==> src/rtl/reg_trace_match_bank.sv <==
// Trace match rule bank: staged pattern/mask/enable registers with an atomic
// commit into the active copies, plus a saturating hit counter per rule.
//
// state     | meaning
// ----------+---------------------------------------------------------------
// S_IDLE    | no commit outstanding
// S_PENDING | commit requested, waiting for matcher idle or for the timeout
// S_APPLY   | staging copied to active at the end of this cycle
module reg_trace_match_bank #(
  parameter int         pBYTECNT_SIZE   = 7,
  parameter int         pBUFFER_SIZE    = 64,
  parameter int         pMATCH_RULES    = 8,
  parameter int         pCOUNT_WIDTH    = 16,
  parameter int         pCOMMIT_TIMEOUT = 255,
  parameter logic [1:0] pSELECT         = 2'b01
) (
  input  logic                                 usb_clk,
  input  logic                                 reset_n,
  input  logic [7:0]                           reg_address,
  input  logic [pBYTECNT_SIZE-1:0]             reg_bytecnt,
  output logic [7:0]                           read_data,
  input  logic [7:0]                           write_data,
  input  logic                                 reg_read,
  input  logic                                 reg_write,
  input  logic                                 reg_addrvalid,
  output logic                                 selected,
  input  logic [pMATCH_RULES-1:0]              I_match_hit,
  input  logic                                 I_matcher_idle,
  output logic [pMATCH_RULES*pBUFFER_SIZE-1:0] O_pattern,
  output logic [pMATCH_RULES*pBUFFER_SIZE-1:0] O_mask,
  output logic [pMATCH_RULES-1:0]              O_pattern_enable,
  output logic                                 O_commit_pulse
);

  localparam int BYTES  = pBUFFER_SIZE / 8;
  localparam int CBYTES = pCOUNT_WIDTH / 8;
  localparam int RW     = (pMATCH_RULES > 1) ? $clog2(pMATCH_RULES) : 1;
  localparam int BW     = (BYTES > 1) ? $clog2(BYTES) : 1;
  localparam logic [15:0] TIMEOUT_LAST = 16'(pCOMMIT_TIMEOUT - 1);

  localparam logic [5:0] A_NAME     = 6'h00;
  localparam logic [5:0] A_REV      = 6'h01;
  localparam logic [5:0] A_NUM      = 6'h02;
  localparam logic [5:0] A_SEL      = 6'h03;
  localparam logic [5:0] A_PATTERN  = 6'h04;
  localparam logic [5:0] A_MASK     = 6'h05;
  localparam logic [5:0] A_ENABLE   = 6'h06;
  localparam logic [5:0] A_COMMIT   = 6'h07;
  localparam logic [5:0] A_STATUS   = 6'h08;
  localparam logic [5:0] A_HITCOUNT = 6'h09;
  localparam logic [5:0] A_HITCLEAR = 6'h0A;

  localparam logic [7:0] NAME_CHARS [8] = '{"M", "t", "c", "h", "B", "a", "n", "k"};

  typedef enum logic [1:0] {S_IDLE, S_PENDING, S_APPLY} state_t;

  state_t state, state_next;
  logic [15:0] timer, timer_next;
  logic        set_forced, forced, apply;

  logic [7:0]              sel;
  logic [7:0]              stg_pat [pMATCH_RULES][BYTES];
  logic [7:0]              act_pat [pMATCH_RULES][BYTES];
  logic [7:0]              stg_msk [pMATCH_RULES][BYTES];
  logic [7:0]              act_msk [pMATCH_RULES][BYTES];
  logic [pMATCH_RULES-1:0] stg_en, act_en;
  logic [pCOUNT_WIDTH-1:0] hit_cnt [pMATCH_RULES];
  logic [pCOUNT_WIDTH-1:0] snapshot;

  logic [5:0]    addr;
  logic          wr_en, rd_en, rule_ok, byte_ok;
  logic [RW-1:0] rule_idx;
  logic [BW-1:0] byte_idx;
  logic [31:0]   en32, snap32;
  logic [7:0]    rd_mux;

  assign selected = reg_addrvalid & (reg_address[7:6] == pSELECT);
  assign addr     = reg_address[5:0];
  assign wr_en    = selected & reg_write;
  assign rd_en    = selected & reg_read;
  assign rule_idx = sel[RW-1:0];
  assign byte_idx = reg_bytecnt[BW-1:0];
  assign rule_ok  = (32'(sel[6:0]) < pMATCH_RULES);
  assign byte_ok  = (32'(reg_bytecnt) < BYTES);
  assign apply    = (state == S_APPLY);

  // Commit FSM state, timeout timer, sticky forced flag and the commit pulse
  always_ff @(posedge usb_clk or negedge reset_n) begin
    if (!reset_n) begin
      state          <= S_IDLE;
      timer          <= '0;
      forced         <= 1'b0;
      O_commit_pulse <= 1'b0;
    end else begin
      state          <= state_next;
      timer          <= timer_next;
      O_commit_pulse <= apply;
      if (set_forced)
        forced <= 1'b1;
      else if (wr_en && addr == A_STATUS)
        forced <= 1'b0;
    end
  end

  // Commit FSM next state; a COMMIT outside IDLE is dropped
  always_comb begin
    state_next = state;
    timer_next = timer;
    set_forced = 1'b0;
    case (state)
      S_IDLE: begin
        if (wr_en && addr == A_COMMIT) begin
          state_next = S_PENDING;
          timer_next = '0;
        end
      end
      S_PENDING: begin
        if (I_matcher_idle) begin
          state_next = S_APPLY;
        end else if (timer == TIMEOUT_LAST) begin
          state_next = S_APPLY;
          set_forced = 1'b1;
        end else begin
          timer_next = timer + 16'd1;
        end
      end
      S_APPLY: state_next = S_IDLE;
      default: state_next = S_IDLE;
    endcase
  end

  // Staging writes and the atomic copy; APPLY takes the pre-write staging value
  always_ff @(posedge usb_clk or negedge reset_n) begin
    if (!reset_n) begin
      sel    <= '0;
      stg_en <= '0;
      act_en <= '0;
      for (int r = 0; r < pMATCH_RULES; r++) begin
        for (int b = 0; b < BYTES; b++) begin
          stg_pat[r][b] <= 8'h00;
          act_pat[r][b] <= 8'h00;
          stg_msk[r][b] <= 8'hFF;
          act_msk[r][b] <= 8'hFF;
        end
      end
    end else begin
      if (apply) begin
        act_pat <= stg_pat;
        act_msk <= stg_msk;
        act_en  <= stg_en;
      end
      if (wr_en) begin
        case (addr)
          A_SEL:     sel <= write_data;
          A_PATTERN: if (rule_ok && byte_ok) stg_pat[rule_idx][byte_idx] <= write_data;
          A_MASK:    if (rule_ok && byte_ok) stg_msk[rule_idx][byte_idx] <= write_data;
          A_ENABLE: begin
            for (int r = 0; r < pMATCH_RULES; r++)
              if (32'(reg_bytecnt) == (r >> 3)) stg_en[r] <= write_data[r[2:0]];
          end
          default: ;
        endcase
      end
    end
  end

  // Saturating hit counters; a clear beats a coincident hit
  always_ff @(posedge usb_clk or negedge reset_n) begin
    if (!reset_n) begin
      snapshot <= '0;
      for (int r = 0; r < pMATCH_RULES; r++) hit_cnt[r] <= '0;
    end else begin
      for (int r = 0; r < pMATCH_RULES; r++) begin
        if (wr_en && addr == A_HITCLEAR && rule_ok && rule_idx == RW'(r))
          hit_cnt[r] <= '0;
        else if (I_match_hit[r] && hit_cnt[r] != '1)
          hit_cnt[r] <= hit_cnt[r] + pCOUNT_WIDTH'(1);
      end
      if (rd_en && addr == A_HITCOUNT && rule_ok && reg_bytecnt == '0)
        snapshot <= hit_cnt[rule_idx];
    end
  end

  // Combinational read mux; SEL[7] picks the active view of rule registers
  always_comb begin
    rd_mux = 8'h00;
    en32   = 32'(sel[7] ? act_en : stg_en);
    snap32 = 32'(snapshot);
    case (addr)
      A_NAME:    if (32'(reg_bytecnt) < 8) rd_mux = NAME_CHARS[reg_bytecnt[2:0]];
      A_REV:     rd_mux = 8'h02;
      A_NUM:     rd_mux = 8'(pMATCH_RULES);
      A_SEL:     rd_mux = sel;
      A_PATTERN: if (rule_ok && byte_ok)
                   rd_mux = sel[7] ? act_pat[rule_idx][byte_idx] : stg_pat[rule_idx][byte_idx];
      A_MASK:    if (rule_ok && byte_ok)
                   rd_mux = sel[7] ? act_msk[rule_idx][byte_idx] : stg_msk[rule_idx][byte_idx];
      A_ENABLE:  if (32'(reg_bytecnt) < 4) rd_mux = en32[{reg_bytecnt[1:0], 3'b000} +: 8];
      A_STATUS:  rd_mux = {6'b0, forced, state == S_PENDING};
      A_HITCOUNT: begin
        if (rule_ok) begin
          if (reg_bytecnt == '0)
            rd_mux = hit_cnt[rule_idx][7:0];
          else if (32'(reg_bytecnt) < CBYTES)
            rd_mux = snap32[{reg_bytecnt[1:0], 3'b000} +: 8];
        end
      end
      default: rd_mux = 8'h00;
    endcase
  end

  // Registered read data, zero when no read is in progress
  always_ff @(posedge usb_clk or negedge reset_n) begin
    if (!reset_n) read_data <= 8'h00;
    else          read_data <= rd_en ? rd_mux : 8'h00;
  end

  for (genvar r = 0; r < pMATCH_RULES; r++) begin : g_rule
    for (genvar b = 0; b < BYTES; b++) begin : g_byte
      assign O_pattern[r*pBUFFER_SIZE + b*8 +: 8] = act_pat[r][b];
      assign O_mask[r*pBUFFER_SIZE + b*8 +: 8]    = act_msk[r][b];
    end
  end
  assign O_pattern_enable = act_en;

endmodule

==> config.mk <==
export PLATFORM = sky130hd
export DESIGN_NAME = reg_trace_match_bank
export DESIGN_NICKNAME = d
export VERILOG_FILES = /design/src/rtl/reg_trace_match_bank.sv
export SDC_FILE = /design/constraint.sdc
export NUM_CORES = 2
export LEC_CHECK = 0
export BUFFER_PORTS_ARGS = -buffer_cell sky130_fd_sc_hd__clkbuf_2
export CAP_MARGIN = 25
export CELL_PAD_IN_SITES_DETAIL_PLACEMENT = 1
export CELL_PAD_IN_SITES_GLOBAL_PLACEMENT = 1
export CORE_ASPECT_RATIO = 1.2
export CORE_UTILIZATION = 48
export DETAILED_ROUTE_END_ITERATION = 8
export PLACE_DENSITY = 0.85
export SLEW_MARGIN = 10
export SYNTH_ARGS = -nofsm -noshare
export SYNTH_HDL_FRONTEND = slang
export SYNTH_SLANG_ARGS = --single-unit
==> constraint.sdc <==
create_clock -name usb_clk -period 3.4 [get_ports usb_clk]
set_input_delay 0.34 -clock usb_clk [delete_from_list [all_inputs] [get_ports usb_clk]]
set_output_delay 0.34 -clock usb_clk [all_outputs]
set_load 0.02 [all_outputs]
==> impl_metrics.csv <==
group,metric,value,unit
place,port_buffers,1078,
detailed_routing,ant_nets,0,
floorplanning,boundaryPins,1079,
timing,drv_slew,0,
synth,synth_cell_type_count,80,
detailed_routing,dr_total_vias,87623,
finish,n_fill_cell,22403,
worst_setup_path,crit_type,"flip-flop to flip-flop",
synth,netlist_top_cells_count,"nand2_1 (3,330), dfrtp_1 (1,220), mux2_2 (1,045)",
global_routing,grt-ovfl-total,0,
finish,regArea,57400,sq um
global_routing,grt_pass1_wl,737000,um
run,drv_cap,0,
clock_tree,cts-root-buf,"clkbuf_16",
clock_tree,cts_sinks,2244,
place,place_inst,13006,
global_routing,grt_max_degree,186,
floorplanning,initial_core_util,0.484,
worst_setup_path,cp.arrival,4.28,ns
synth,synth_area,105000,sq um
floorplanning,die_y,514,um
outcome,status,"finished with violations",
finish,final_cell_area,126000,sq um
synth,synth_area_leaders,"dfrtp_1 (29%), dfstp_2 (26%), nand2_1 (12%)",
finish,multi_input_comb_area,45000,sq um
power,leakage,60.7,nW
clock_tree,path_clk_slew,0.06,ns
detailed_routing,drt-wirelength-per-cell,39.5,um
synth,yosysTopAreaCell,"dfrtp_1",
synth,ys_ff_latch,2244,
outcome,violations,"negative setup slack",
floorplanning,core_area,217000,sq um
place,gp_routability_congestion,1.06,
worst_setup_path,cp-start-kind,"flip-flop",
power,vdd_ir_drop_max,0.000450,V
place,dpl_cell_area,118000,sq um
timing,worst_slew_pin_slew,0.999,ns
floorplanning,row_count,187,
synth,ys.flop_type,"dfrtp_1",
timing,period_needed,3.45,ns
finish,syn_to_final_growth,20.0,%
detailed_routing,drcViolationCount,0,
place,pre_cts_slack,-0.246,ns
global_routing,grt_usage,0.481,
timing,hold_viol_final,0,
clock_tree,htreeDepth,4,
timing,max-slew-margin-rel,0.334,
clock_tree,cts_made_buffers,224,
worst_setup_path,end_kind,"flip-flop",
synth,synth_fp_nets,9143,
synth,synthArstFlopShare,1.00,
timing,fin_crit_sh,1.01,
synth,syn_avg_cell_area,11.5,sq um
finish,final_nets,10470,
timing,fin_skew,0.0721,ns
detailed_routing,initialDrtViolationCount,9816,
worst_setup_path,rrSetupSlack,-0.05,ns
clock_tree,clock_latency,0.95,ns
timing,fin_ws,-0.0491,ns
synth,synth.most_common_cell,"nand2_1",
floorplanning,die_w,429,um
synth,yosysWarnings,0,
synth,synth_top_area_share,0.291,
finish,drive_gt1_frac,0.446,
worst_setup_path,path_max_fanout,15,
clock_tree,clock_path_buffers,3,
min_path,hp-class,"input pin to flip-flop",
detailed_routing,drt_first_pass_iters,6,
timing,rsz0062_at_grt,"no",
synth,seq_area_frac_synth,0.548,
global_routing,grt_antenna_before_repair,40,
clock_tree,cts_tree,"built",
synth,synthCells,9092,
timing,hold_ws,0.0338,ns
finish,instances_no_fill,13464,
floorplanning,die-area,220000,sq um
timing,final-setup-viol-count,3,
place,place_hpwl,397000,um
detailed_routing,via_per_inst,6.51,
synth,synth_edf_count,0,
detailed_routing,routed_wl,532000,um
worst_setup_path,cp.required,4.23,ns
global_routing,grt_pass1_vias,91241,
power,power_density,455,nW/um^2
timing,max_freq,290,MHz
worst max-delay path: stages (launching register included):
cell and delay (ns):
dfrtp_4 0.56, buf_12 0.24, buf_4 0.26, nand2b_2 0.45, buf_4 0.38, o221a_2 0.24
a21oi_1 0.04, o21ai_0 0.47, nor3_1 0.12, or3_1 0.43, nand3_1 0.14
report_power, final:
group | internal [W] | switching, W | total, W
clock | 0.0150 | 0.0116 | 0.0266
combinational | 0.000987 | 0.00211 | 0.00310
sequential | 0.0271 | 0.000515 | 0.0276
total | 0.0430 | 0.0142 | 0.0573
final timing paths:
check                                         startpoint                        to  cells after the start
worst max-delay path                  sel[0]$_DFFE_PN0P_    read_data[5]$_DFF_PN0_                     10
worst max register to register        sel[0]$_DFFE_PN0P_    read_data[5]$_DFF_PN0_                     10
min in group asynchronous                        reset_n   stg_pat[78]$_DFFE_PN0P_                      3
worst min register to register  stg_msk[292]$_DFFE_PN1P_   O_mask[220]$_DFFE_PN1P_                      2
worst min-delay path                       write_data[4]   stg_pat[68]$_DFFE_PN0P_                      2
max in group asynchronous                        reset_n  stg_msk[389]$_DFFE_PN1P_                      5
metal layers:
metal / vias up / share of wire / GRT usage
li1: 33851 / - / -
met1: 45868 / 0.33 / 0.530
met2: 5852 / 0.45 / 0.730
met3: 2030 / 0.088 / 0.116
met4: 22 / 0.14 / 0.532
met5: - / 0.00027 / 0.000437
placed cells by master, fill, tap and decap left out, types with 17 or more instances in the layout:
cell type and n:
and3_1 18, o22ai_1 26, bufinv_16 22, a22oi_1 77, clkbuf_16 225, clkbuf_8 50
nand2_1 3330, a21oi_1 86, xor2_1 70, dfstp_2 1024, mux2_2 1045, buf_4 433
a221oi_1 24, nand2_2 64, clkbuf_1 45, buf_12 159, or3_1 21, diode_2 17
and2_1 17, o221ai_1 26, nor3_1 39, o21ai_0 66, mux4_2 490, clkbuf_2 1068
nor2_1 226, dfrtp_1 1216, nand3_1 79, xnor2_1 50, mux2i_1 192, nand4_1 44
clkinv_2 49, mux2_1 18, a211oi_1 21
cells by family after synthesis:
group	Yosys count	synth area share
and+or+nand+nor	3940	0.150
AOI/OAI and AO/OA	428	0.0280
buffers and inverters	599	0.0249
adders and majority gates	14	0.00167
muxes	1747	0.238
xor gates and xnor gates	120	0.0100
DFF	2244	0.548
metrics by stage:
step,utilization,total power [W],TNS [ns]
floorplan,-,0.0293,0
global placement,0.544,0.0309,-18.56
detailed placement,0.544,0.0310,-15.68
CTS,0.580,0.0572,0
global route,0.581,0.0584,0
finish,0.581,0.0573,-0.0934
state kept, by name, summed over array words and instances, names as in the netlist, 2 cells and up:
name,count
snapshot,16
O_pattern_enable,8
stg_pat,512
stg_en,8
read_data,8
O_mask,512
sel,8
hit_cnt,128
state,2
O_pattern,512
timer,16
stg_msk,512
what timing repair did:
| item | 4_1_cts | 5_1_grt |
|---|---|---|
| pin swaps | 0 | 3 |
| hold endpoints to repair | 433 | 0 |
| cloned | 0 | 0 |
| buffers inserted | 3 | 3 |
| setup endpoints to repair | 135 | 7 |
| resized for setup | 6 | 10 |
| hold buffers | 14 | 0 |
final cells by class:
class / count / area share
timing repair buffer: 1679 / 0.0953
antenna: 17 / 0.000338
multi-input combinational: 6249 / 0.357
clock inverter: 99 / 0.00996
inverter: 21 / 0.000746
sequential: 2244 / 0.457
clock buffer: 320 / 0.0516
tap: 2835 / 0.0282
No activity file was read; power rests on OpenSTA's default activity.
